File: src/rtl/spike_rate_decoder_if.sv
// Handshake/result bundle between a spike-rate decoder and its host.
// The master drives window control and spikes; the slave returns the results.
interface spike_rate_decoder_if #(
   parameter int WIDTH     = 16,
   parameter int CNT_WIDTH = 8
);
   logic                 start;
   logic                 cont;
   logic                 spike_in1;
   logic                 spike_in2;
   logic                 busy;
   logic [CNT_WIDTH-1:0] count_out1;
   logic [CNT_WIDTH-1:0] count_out2;
   logic [WIDTH-1:0]     rate_out1;
   logic [WIDTH-1:0]     rate_out2;
   logic [1:0]           winner;
   logic                 valid;

   modport master (
      output start, cont, spike_in1, spike_in2,
      input  busy, count_out1, count_out2, rate_out1, rate_out2, winner, valid
   );

   modport slave (
      input  start, cont, spike_in1, spike_in2,
      output busy, count_out1, count_out2, rate_out1, rate_out2, winner, valid
   );
endinterface

File: src/rtl/spike_rate_decoder.sv
// Counts spikes of two neurons over a fixed window and converts the counts to
// scaled rates, a winner code and a one-cycle valid pulse.
//
//   state | meaning
//   IDLE  | waiting for start, busy low
//   COUNT | accumulating spikes, busy high
module spike_rate_decoder #(
   parameter int WIDTH       = 16,
   parameter int WINDOW_SIZE = 5,
   parameter int CNT_WIDTH   = 8,
   parameter int SCALE       = 13107
) (
   input  logic              clk,
   input  logic              rst,
   spike_rate_decoder_if.slave bus
);
   localparam int IDX_W = (WINDOW_SIZE > 1) ? $clog2(WINDOW_SIZE) : 1;
   localparam int PW    = WIDTH + CNT_WIDTH;
   localparam logic [IDX_W-1:0]     IDX_LAST = IDX_W'(WINDOW_SIZE - 1);
   localparam logic [CNT_WIDTH-1:0] CNT_MAX  = {CNT_WIDTH{1'b1}};
   localparam logic [PW-1:0]        RATE_MAX = {{CNT_WIDTH{1'b0}}, {WIDTH{1'b1}}};

   typedef enum logic {IDLE, COUNT} state_t;

   state_t               state_q, state_d;
   logic [CNT_WIDTH-1:0] cnt1_q, cnt1_d, cnt2_q, cnt2_d;
   logic [IDX_W-1:0]     idx_q, idx_d;
   logic [CNT_WIDTH-1:0] count_out1_q, count_out1_d, count_out2_q, count_out2_d;
   logic [WIDTH-1:0]     rate1_q, rate1_d, rate2_q, rate2_d;
   logic [1:0]           winner_q, winner_d;
   logic                 valid_q, valid_d;
   logic [CNT_WIDTH-1:0] sum1, sum2;

   function automatic logic [WIDTH-1:0] to_rate(input logic [CNT_WIDTH-1:0] c);
      logic [PW-1:0] p;
      p = PW'(c) * PW'(SCALE);
      if (p > RATE_MAX) return {WIDTH{1'b1}};
      return p[WIDTH-1:0];
   endfunction

   function automatic logic [1:0] pick_winner(input logic [CNT_WIDTH-1:0] a,
                                              input logic [CNT_WIDTH-1:0] b);
      if (a == '0 && b == '0) return 2'b00;
      if (a > b)              return 2'b01;
      if (b > a)              return 2'b10;
      return 2'b11;
   endfunction

   always_comb begin
      state_d      = state_q;
      cnt1_d       = cnt1_q;
      cnt2_d       = cnt2_q;
      idx_d        = idx_q;
      count_out1_d = count_out1_q;
      count_out2_d = count_out2_q;
      rate1_d      = rate1_q;
      rate2_d      = rate2_q;
      winner_d     = winner_q;
      valid_d      = 1'b0;
      sum1 = (bus.spike_in1 && cnt1_q != CNT_MAX) ? cnt1_q + CNT_WIDTH'(1) : cnt1_q;
      sum2 = (bus.spike_in2 && cnt2_q != CNT_MAX) ? cnt2_q + CNT_WIDTH'(1) : cnt2_q;
      case (state_q)
         IDLE: begin
            if (bus.start) begin
               state_d = COUNT;
               cnt1_d  = '0;
               cnt2_d  = '0;
               idx_d   = '0;
            end
         end
         COUNT: begin
            cnt1_d = sum1;
            cnt2_d = sum2;
            idx_d  = idx_q + IDX_W'(1);
            if (idx_q == IDX_LAST) begin
               // Latch totals including this edge's spikes, then restart or stop.
               count_out1_d = sum1;
               count_out2_d = sum2;
               rate1_d      = to_rate(sum1);
               rate2_d      = to_rate(sum2);
               winner_d     = pick_winner(sum1, sum2);
               valid_d      = 1'b1;
               cnt1_d       = '0;
               cnt2_d       = '0;
               idx_d        = '0;
               state_d      = bus.cont ? COUNT : IDLE;
            end
         end
         default: state_d = IDLE;
      endcase
   end

   always_ff @(posedge clk) begin
      if (rst) begin
         state_q      <= IDLE;
         cnt1_q       <= '0;
         cnt2_q       <= '0;
         idx_q        <= '0;
         count_out1_q <= '0;
         count_out2_q <= '0;
         rate1_q      <= '0;
         rate2_q      <= '0;
         winner_q     <= 2'b00;
         valid_q      <= 1'b0;
      end else begin
         state_q      <= state_d;
         cnt1_q       <= cnt1_d;
         cnt2_q       <= cnt2_d;
         idx_q        <= idx_d;
         count_out1_q <= count_out1_d;
         count_out2_q <= count_out2_d;
         rate1_q      <= rate1_d;
         rate2_q      <= rate2_d;
         winner_q     <= winner_d;
         valid_q      <= valid_d;
      end
   end

   assign bus.busy       = (state_q == COUNT);
   assign bus.count_out1 = count_out1_q;
   assign bus.count_out2 = count_out2_q;
   assign bus.rate_out1  = rate1_q;
   assign bus.rate_out2  = rate2_q;
   assign bus.winner     = winner_q;
   assign bus.valid      = valid_q;
endmodule

File: src/flat_wrapper.sv
// flat-port wrapper written by rule: the top's interface ports become plain ports
module spike_rate_decoder_flat 
#(
   parameter int WIDTH       = 16,
   parameter int WINDOW_SIZE = 5,
   parameter int CNT_WIDTH   = 8,
   parameter int SCALE       = 13107
)
  (clk, rst, bus_start, bus_cont, bus_spike_in1, bus_spike_in2, bus_busy, bus_count_out1, bus_count_out2, bus_rate_out1, bus_rate_out2, bus_winner, bus_valid);
  spike_rate_decoder_if #(.WIDTH(WIDTH), .CNT_WIDTH(CNT_WIDTH)) bus_i ();
  input  logic clk;
  input  logic rst;
  input wire logic [$bits(bus_i.start)-1:0] bus_start;
  input wire logic [$bits(bus_i.cont)-1:0] bus_cont;
  input wire logic [$bits(bus_i.spike_in1)-1:0] bus_spike_in1;
  input wire logic [$bits(bus_i.spike_in2)-1:0] bus_spike_in2;
  output wire logic [$bits(bus_i.busy)-1:0] bus_busy;
  output wire logic [$bits(bus_i.count_out1)-1:0] bus_count_out1;
  output wire logic [$bits(bus_i.count_out2)-1:0] bus_count_out2;
  output wire logic [$bits(bus_i.rate_out1)-1:0] bus_rate_out1;
  output wire logic [$bits(bus_i.rate_out2)-1:0] bus_rate_out2;
  output wire logic [$bits(bus_i.winner)-1:0] bus_winner;
  output wire logic [$bits(bus_i.valid)-1:0] bus_valid;
  assign bus_i.start = bus_start;
  assign bus_i.cont = bus_cont;
  assign bus_i.spike_in1 = bus_spike_in1;
  assign bus_i.spike_in2 = bus_spike_in2;
  assign bus_busy = bus_i.busy;
  assign bus_count_out1 = bus_i.count_out1;
  assign bus_count_out2 = bus_i.count_out2;
  assign bus_rate_out1 = bus_i.rate_out1;
  assign bus_rate_out2 = bus_i.rate_out2;
  assign bus_winner = bus_i.winner;
  assign bus_valid = bus_i.valid;
  spike_rate_decoder #(.WIDTH(WIDTH), .WINDOW_SIZE(WINDOW_SIZE), .CNT_WIDTH(CNT_WIDTH), .SCALE(SCALE)) u_core (.clk(clk), .rst(rst), .bus(bus_i));
endmodule
File: config.mk
export PLATFORM = sky130hd
export DESIGN_NAME = spike_rate_decoder_flat
export DESIGN_NICKNAME = d
export VERILOG_FILES = /design/src/rtl/spike_rate_decoder_if.sv /design/src/rtl/spike_rate_decoder.sv /design/src/flat_wrapper.sv
export SDC_FILE = /design/constraint.sdc
export NUM_CORES = 1
export LEC_CHECK = 0
export BUFFER_PORTS_ARGS = -buffer_cell sky130_fd_sc_hd__buf_4
export CAP_MARGIN = 20
export CORE_MARGIN = 4
export CORE_UTILIZATION = 50
export CTS_CLUSTER_SIZE = 16
export DETAILED_ROUTE_END_ITERATION = 7
export PLACE_DENSITY = 0.69
export SYNTH_ARGS = -nofsm -noshare
export SYNTH_HDL_FRONTEND = slang
export SYNTH_SLANG_ARGS = --single-unit
File: constraint.sdc
create_clock -name clk -period 6.9 [get_ports clk]
set_input_delay 0.345 -clock clk [delete_from_list [all_inputs] [get_ports clk]]
set_output_delay 0.345 -clock clk [all_outputs]
set_load 0.1 [all_outputs]
After elaboration in Yosys (flattened, before gate mapping)
Index checks and enable logic that the tools add are counted.
{ "classes": {"addsub": 3, "mul": 2, "div_mod_pow": 0, "n_lt_le_gt_ge": 4, "eq_ne": 4, "shifts": 0, "mux": 43, "bitwise_logic": 1, "reduce_logical": 7} }
{ "ops": {"columns": ["cell", "n"], "rows": [
  ["16-bit two-way mux", 4],
  ["22-bit by 16-bit > comparator with 1-bit output, second input constant", 2],
  ["8-bit by 14-bit multiplier with 22-bit output, second input constant", 2],
  ["8-bit two-way mux", 5],
  ["8-bit case mux with 2 select lines", 2],
  ["1-bit two-way mux", 22],
  ["8-bit by 1-bit adder with 8-bit output, second input constant", 2],
  ["8-bit > comparator", 2],
  ["8-bit logical NOT", 2],
  ["8-bit != test, second input constant", 2],
  ["2-bit two-way mux", 6],
  ["3-bit two-way mux", 2],
  ["3-bit case mux with 2 select lines", 1],
  ["3-bit by 1-bit adder with 3-bit output, second input constant", 1],
  ["3-bit equality test, second input constant", 1],
  ["1-bit logical AND", 3],
  ["2-bit != test, second input constant", 1],
  ["1-bit case mux with 2 select lines", 1],
  ["2-bit AND reduction", 1],
  ["2-bit OR reduction", 1],
  ["1-bit inverter", 1]
]} }
{ "totals": {"ff_bits": 71, "latch_bits": 0, "ram_bits": 0, "romBits": 0, "elab_cells": 74, "mem_count": 0} }

Longest topological paths before layout
{ "depth": {"ltp_word": 18, "ltp_mapped": 23} }

Least setup slack after synthesis
No wires, ideal clock.
{ "synth_timing": {"path_type": "register -> register", "start": "reg u_core.cnt2_q[0]", "end": "reg u_core.rate2_q[10], in the netlist u_core.bus.rate_out2[10]", "arrival_ps": 5910, "required_time_ps": 6778, "path_slack_ps": 868, "path_stages_with_launch": 23, "period_less_slack_ps": 6032, "path_cell_list": "dfxtp_1 -> ha_1 -> and2_0 -> clkbuf_1 -> a41oi_1 -> nand4_1 -> xor2_1 -> inv_1 -> ha_1 -> ha_1 -> or2_2 -> fa_1 -> fa_1 -> ha_1 -> clkbuf_1 -> and4_1 -> o21ai_0 -> o22ai_1 -> o221ai_1 -> a311o_1 -> nor4b_4 -> buf_6 -> a21oi_1"} }
{ "synth_via": {"elab_chain_len": 9, "word_cells_on_any_way": 10, "classes_between": "1 x add/sub; 1 x mul; 1 x order compare; 1 x eq/ne; 5 x mux; 1 x reduce/logical"} }
{ "synth_rtl": {"columns": ["element", "line_no", "text"], "rows": [
  ["from (decl)", "spike_rate_decoder.sv:26", "logic [CNT_WIDTH-1:0] cnt1_q, cnt1_d, cnt2_q, cnt2_d;"],
  ["from (signal assigned)", "spike_rate_decoder.sv:108", "cnt2_q <= cnt2_d;"],
  ["parallel branches: the longest is 2 deep, another holds 8-bit by 1-bit adder with 8-bit output", null, null],
  ["8-bit two-way mux *", "spike_rate_decoder.sv:61", "sum2 = (bus.spike_in2 && cnt2_q != CNT_MAX) ? cnt2_q + CNT_WIDTH'(1) : cnt2_q;"],
  ["via u_core.sum2[3]", "spike_rate_decoder.sv:32", "logic [CNT_WIDTH-1:0] sum1, sum2;"],
  ["8-bit by 14-bit multiplier with 22-bit output *", "spike_rate_decoder.sv:36", "p = PW'(c) * PW'(SCALE);"],
  ["22-bit by 16-bit > comparator with 1-bit output", "spike_rate_decoder.sv:37", "if (p > RATE_MAX) return {WIDTH{1'b1}};"],
  ["1-bit two-way mux", "spike_rate_decoder.sv:37", null],
  ["1-bit two-way mux", "spike_rate_decoder.sv:75", "if (idx_q == IDX_LAST) begin"],
  ["1-bit two-way mux", "spike_rate_decoder.sv:62", "case (state_q)"],
  ["16-bit two-way mux *", "spike_rate_decoder.sv:38", "return p[WIDTH-1:0];"],
  ["to (signal assigned)", "spike_rate_decoder.sv:113", "rate2_q <= rate2_d;"],
  ["to (decl)", "spike_rate_decoder.sv:29", "logic [WIDTH-1:0] rate1_q, rate1_d, rate2_q, rate2_d;"]
]} }
Mark *: on every way through the listed nets, which the timed path passes. The select of a mux whose other input is x is not followed.
A chain may end at the register's enable or synchronous reset.

Worst setup path in the final report
{ "layout_timing": {"start": "reg u_core.cnt1_q[0]", "end": "reg u_core.rate1_q[15], in the netlist u_core.bus.rate_out1[15]"} }
{ "layout_via": {"elab_chain_len": 9, "word_cells_on_any_way": 10, "classes_between": "1 x add/sub; 1 x mul; 1 x order compare; 1 x eq/ne; 5 x mux; 1 x reduce/logical"} }
{ "layout_rtl": {"columns": ["element", "line_no", "text"], "rows": [
  ["from (decl)", "spike_rate_decoder.sv:26", null],
  ["from (signal assigned)", "spike_rate_decoder.sv:107", "cnt1_q <= cnt1_d;"],
  ["parallel branches: the longest is 2 deep, another holds 8-bit by 1-bit adder with 8-bit output", null, null],
  ["8-bit two-way mux *", "spike_rate_decoder.sv:60", "sum1 = (bus.spike_in1 && cnt1_q != CNT_MAX) ? cnt1_q + CNT_WIDTH'(1) : cnt1_q;"],
  ["via u_core.sum1[7]", "spike_rate_decoder.sv:32", null],
  ["8-bit by 14-bit multiplier with 22-bit output *", "spike_rate_decoder.sv:36", null],
  ["22-bit by 16-bit > comparator with 1-bit output", "spike_rate_decoder.sv:37", null],
  ["1-bit two-way mux", "spike_rate_decoder.sv:37", null],
  ["1-bit two-way mux", "spike_rate_decoder.sv:75", null],
  ["1-bit two-way mux", "spike_rate_decoder.sv:62", null],
  ["16-bit two-way mux *", "spike_rate_decoder.sv:38", null],
  ["to (signal assigned)", "spike_rate_decoder.sv:112", "rate1_q <= rate1_d;"],
  ["to (decl)", "spike_rate_decoder.sv:29", null]
]} }
Marked as above.

==> results.md <==
- Antenna violations before repair: 0
- Setup TNS: 0 ps
- Area grow syn2layout: 15.0%
- Sequential standard cell area: 1420 um2
- Worst Skew: 7.56 ps
- First-pass GRT wire length: 23300 um
- Min cycle time layout: 6230 ps
- Worst-path clk slew: 60 ps
- CP arrival: 6430 ps
- Actual slew at the worst max-slew pin: 874 ps
- CORE AREA: 11500 um2
- Share of cells above drive strength 1: 12.2%
- Vias in the first global route: 4979
- CP startpoint kind: flip-flop
- CP Capture Type: flip-flop
- Hold Vio Cnt, Final: 0
- Final setup vio count: 0
- Status: finished clean
- I/O pin total: 58
- Cell area after synthesis: 5860 um2
- Port bufs: 57
- Cells after Synth: 702
- Die Width: 116 um
- Residual DRC: 0
- Chip Height: 116 um
- Async SR Flop Fraction: 0%
- Number of synthesized register bits: 71
- Total track usage: 21.3%
- Footprint of the multi-input gates: 4010 um2
- Non-filler cells, final: 896
- Worst Path Required: 7100 ps
- Final Hold Slack: 305 ps
- HPWL after detailed placement: 10700 um
- Ant diodes: 0
- Top FF cell, synth: dfxtp_1
- DR vias: 5119
- Row cnt: 39
- Drt total wl: 14000 um
- Placer congestion estimate: 0.940
- Clock latency on the worst-skew pair: 330 ps
- Fillers: 1032
- Worst min-delay path class: in -> reg
- Worst-path fanout max: 16
- CTS Buf Count: 9
- Max-slew violations: 0
- Largest net degree at the start of global routing: 63
- Pwr Density: 150 nW/um2
- Synth unique cells: 57
- Mean Syn Cell Area: 8.35 um2
- Commonest non-fill, non-tap cells in the layout: ha_1 (91), inv_1 (81), dfxtp_1 (71), buf_4 (65), nor2_1 (63)
- Fin nets: 869
- DRT iter0 DRCs: 225
- Post-DRT Antenna Nets: 0
- Final Total Pwr: 1.01 mW
- Vias per inst: 5.71
- Post-CTS Hold Fix Bufs: 0
- Post-synth EDFFs: 0
- Slew HR: 41.7%
- Gr ovfl total: 0
- WL per Instance: 15.7 um
- Inst Count DP: 879
- RSZ-0062 raised after global routing: no
- Fmax: 160 MHz
- Die area: 13500 um2
- Crit share post-route: 90.3%
- CTS Root Cell: clkbuf_16
- Clk buf depth: 2
- Setup CP Type: reg -> reg
- Drt first pass iters: 5
- CTS Sinks: 71
- CTS tree: yes
- H-tree depth: 3
- Synth Warn #: 0
- Max_cap viols: 0
- LEAKAGE: 3.25 nW
- VDD IR max: 132 uV
- Commonest non-fill, non-tap cell in the layout: ha_1
- Starting density of the core: 51.1%
- Syn_nets: 823
- Sequential-to-total area share from yosys stat: 24.3%
[logic make-up (layout without fill, tap and decap cells)]
kind of cell / count (synthesis) / in the layout / synth area share (%)
AO/OA/AOI/OAI: 194 / 194 / 20.2
buffers and inverters: 112 / 163 / 7.32
adder cells (fa/ha/maj): 116 / 116 / 27.8
multiplexers: 6 / 6 / 1.07
XOR/XNOR: 36 / 36 / 5.62
flip-flops: 71 / 71 / 24.3
AND/OR/NAND/NOR: 167 / 167 / 13.7
[final cells by class]
type	instances	area share, %
Multi-Input combinational cell	519	59.5
Inverter	81	4.51
Tap cell	143	2.66
Clock buffer	10	3.40
Timing Repair Buffer	66	7.54
Clock inverter	6	1.26
Sequential cell	71	21.1
[timing repair]
item,in CTS,in global routing
gates resized for setup,0,1
buffers inserted,0,1
endpoints found under the setup margin,0,29
[cells in the mapped netlist (3+ instances only)]
library cell	instances	share of area, %
a211oi_1	17	2.2
a21o_1	7	0.90
a21oi_1	55	4.7
a22oi_1	10	1.3
a31oi_1	19	2.0
and2_1	3	0.32
and3_1	7	0.75
and4_1	3	0.45
buf_1	3	0.19
clkbuf_1	26	1.7
dfxtp_1	71	24
fa_1	24	8.2
ha_1	91	19
inv_1	81	5.2
mux2i_1	4	0.68
nand2_1	34	2.2
nand2b_1	5	0.53
nand3_1	15	1.3
nand4_1	6	0.64
nor2_1	63	4.0
nor2b_1	3	0.32
nor3_1	10	0.85
nor3b_1	3	0.38
o21a_1	3	0.38
o21ai_0	55	4.7
o21bai_1	6	0.77
o31ai_1	3	0.38
or2_2	4	0.43
or3_1	4	0.43
xnor2_1	22	3.3
xor2_1	13	1.9
[worst max-delay path, cell delays in order, from the launching register on]
cell,delay [ps]
dfxtp_1,350
ha_1,230
nand3_1,100
o31ai_1,80
buf_4,160
nor3_1,420
nand3_1,160
xnor2_1,490
inv_1,130
ha_1,340
inv_1,60
fa_1,460
fa_1,410
inv_1,90
fa_1,430
ha_1,430
a21oi_1,290
o21ai_0,160
and2_1,200
o31ai_1,310
and3_1,210
o2111a_2,410
a31oi_1,150
[routing by layer]
metal | vias to the layer above | track usage [%] | wire, um
li1 | 2533 | - | -
met1 | 2410 | 28.7 | 6610
met2 | 162 | 35.7 | 6520
met3 | 14 | 3.78 | 763
met4 | 0 | 4.80 | 134
met5 | - | 0 | 0
[sequential cells by signal, indices dropped and copies added (netlist names)]
| name | count |
|---|---|
| u_core.bus.rate_out1 | 16 |
| u_core.idx_q | 3 |
| u_core.bus.count_out1 | 8 |
| u_core.bus.count_out2 | 8 |
| u_core.cnt1_q | 8 |
| u_core.bus.valid | 1 |
| u_core.cnt2_q | 8 |
| u_core.bus.winner | 2 |
| u_core.bus.rate_out2 | 16 |
| u_core.bus.busy | 1 |
[through the flow]
step                      setup slack [ps]  instance area [um2]  util, %
after global routing                  91.5                 6740     58.8
after floorplan                        868                 5860        -
after global placement                 699                 6400     55.8
after CTS                              423                 6720     58.6
after detailed placement               484                 6400     55.8
final                                  666                 6740     58.8
[power breakdown]
group,switching (mW),internal (mW),total [mW]
Combinational,0.0650,0.0367,0.102
Sequential,0.00276,0.412,0.415
Clock,0.179,0.315,0.495
[worst paths after layout]
path	from	slack (ps)	end	depth (start not counted)
min	bus_cont	300	u_core.bus.busy	3
min reg2reg	u_core.bus.count_out1[6]	460	u_core.bus.count_out1[6]	2
max	u_core.cnt1_q[0]	670	u_core.bus.rate_out1[15]	22
max reg2reg	u_core.cnt1_q[0]	670	u_core.bus.rate_out1[15]	22
No activity file was read; power rests on OpenSTA's default activity.
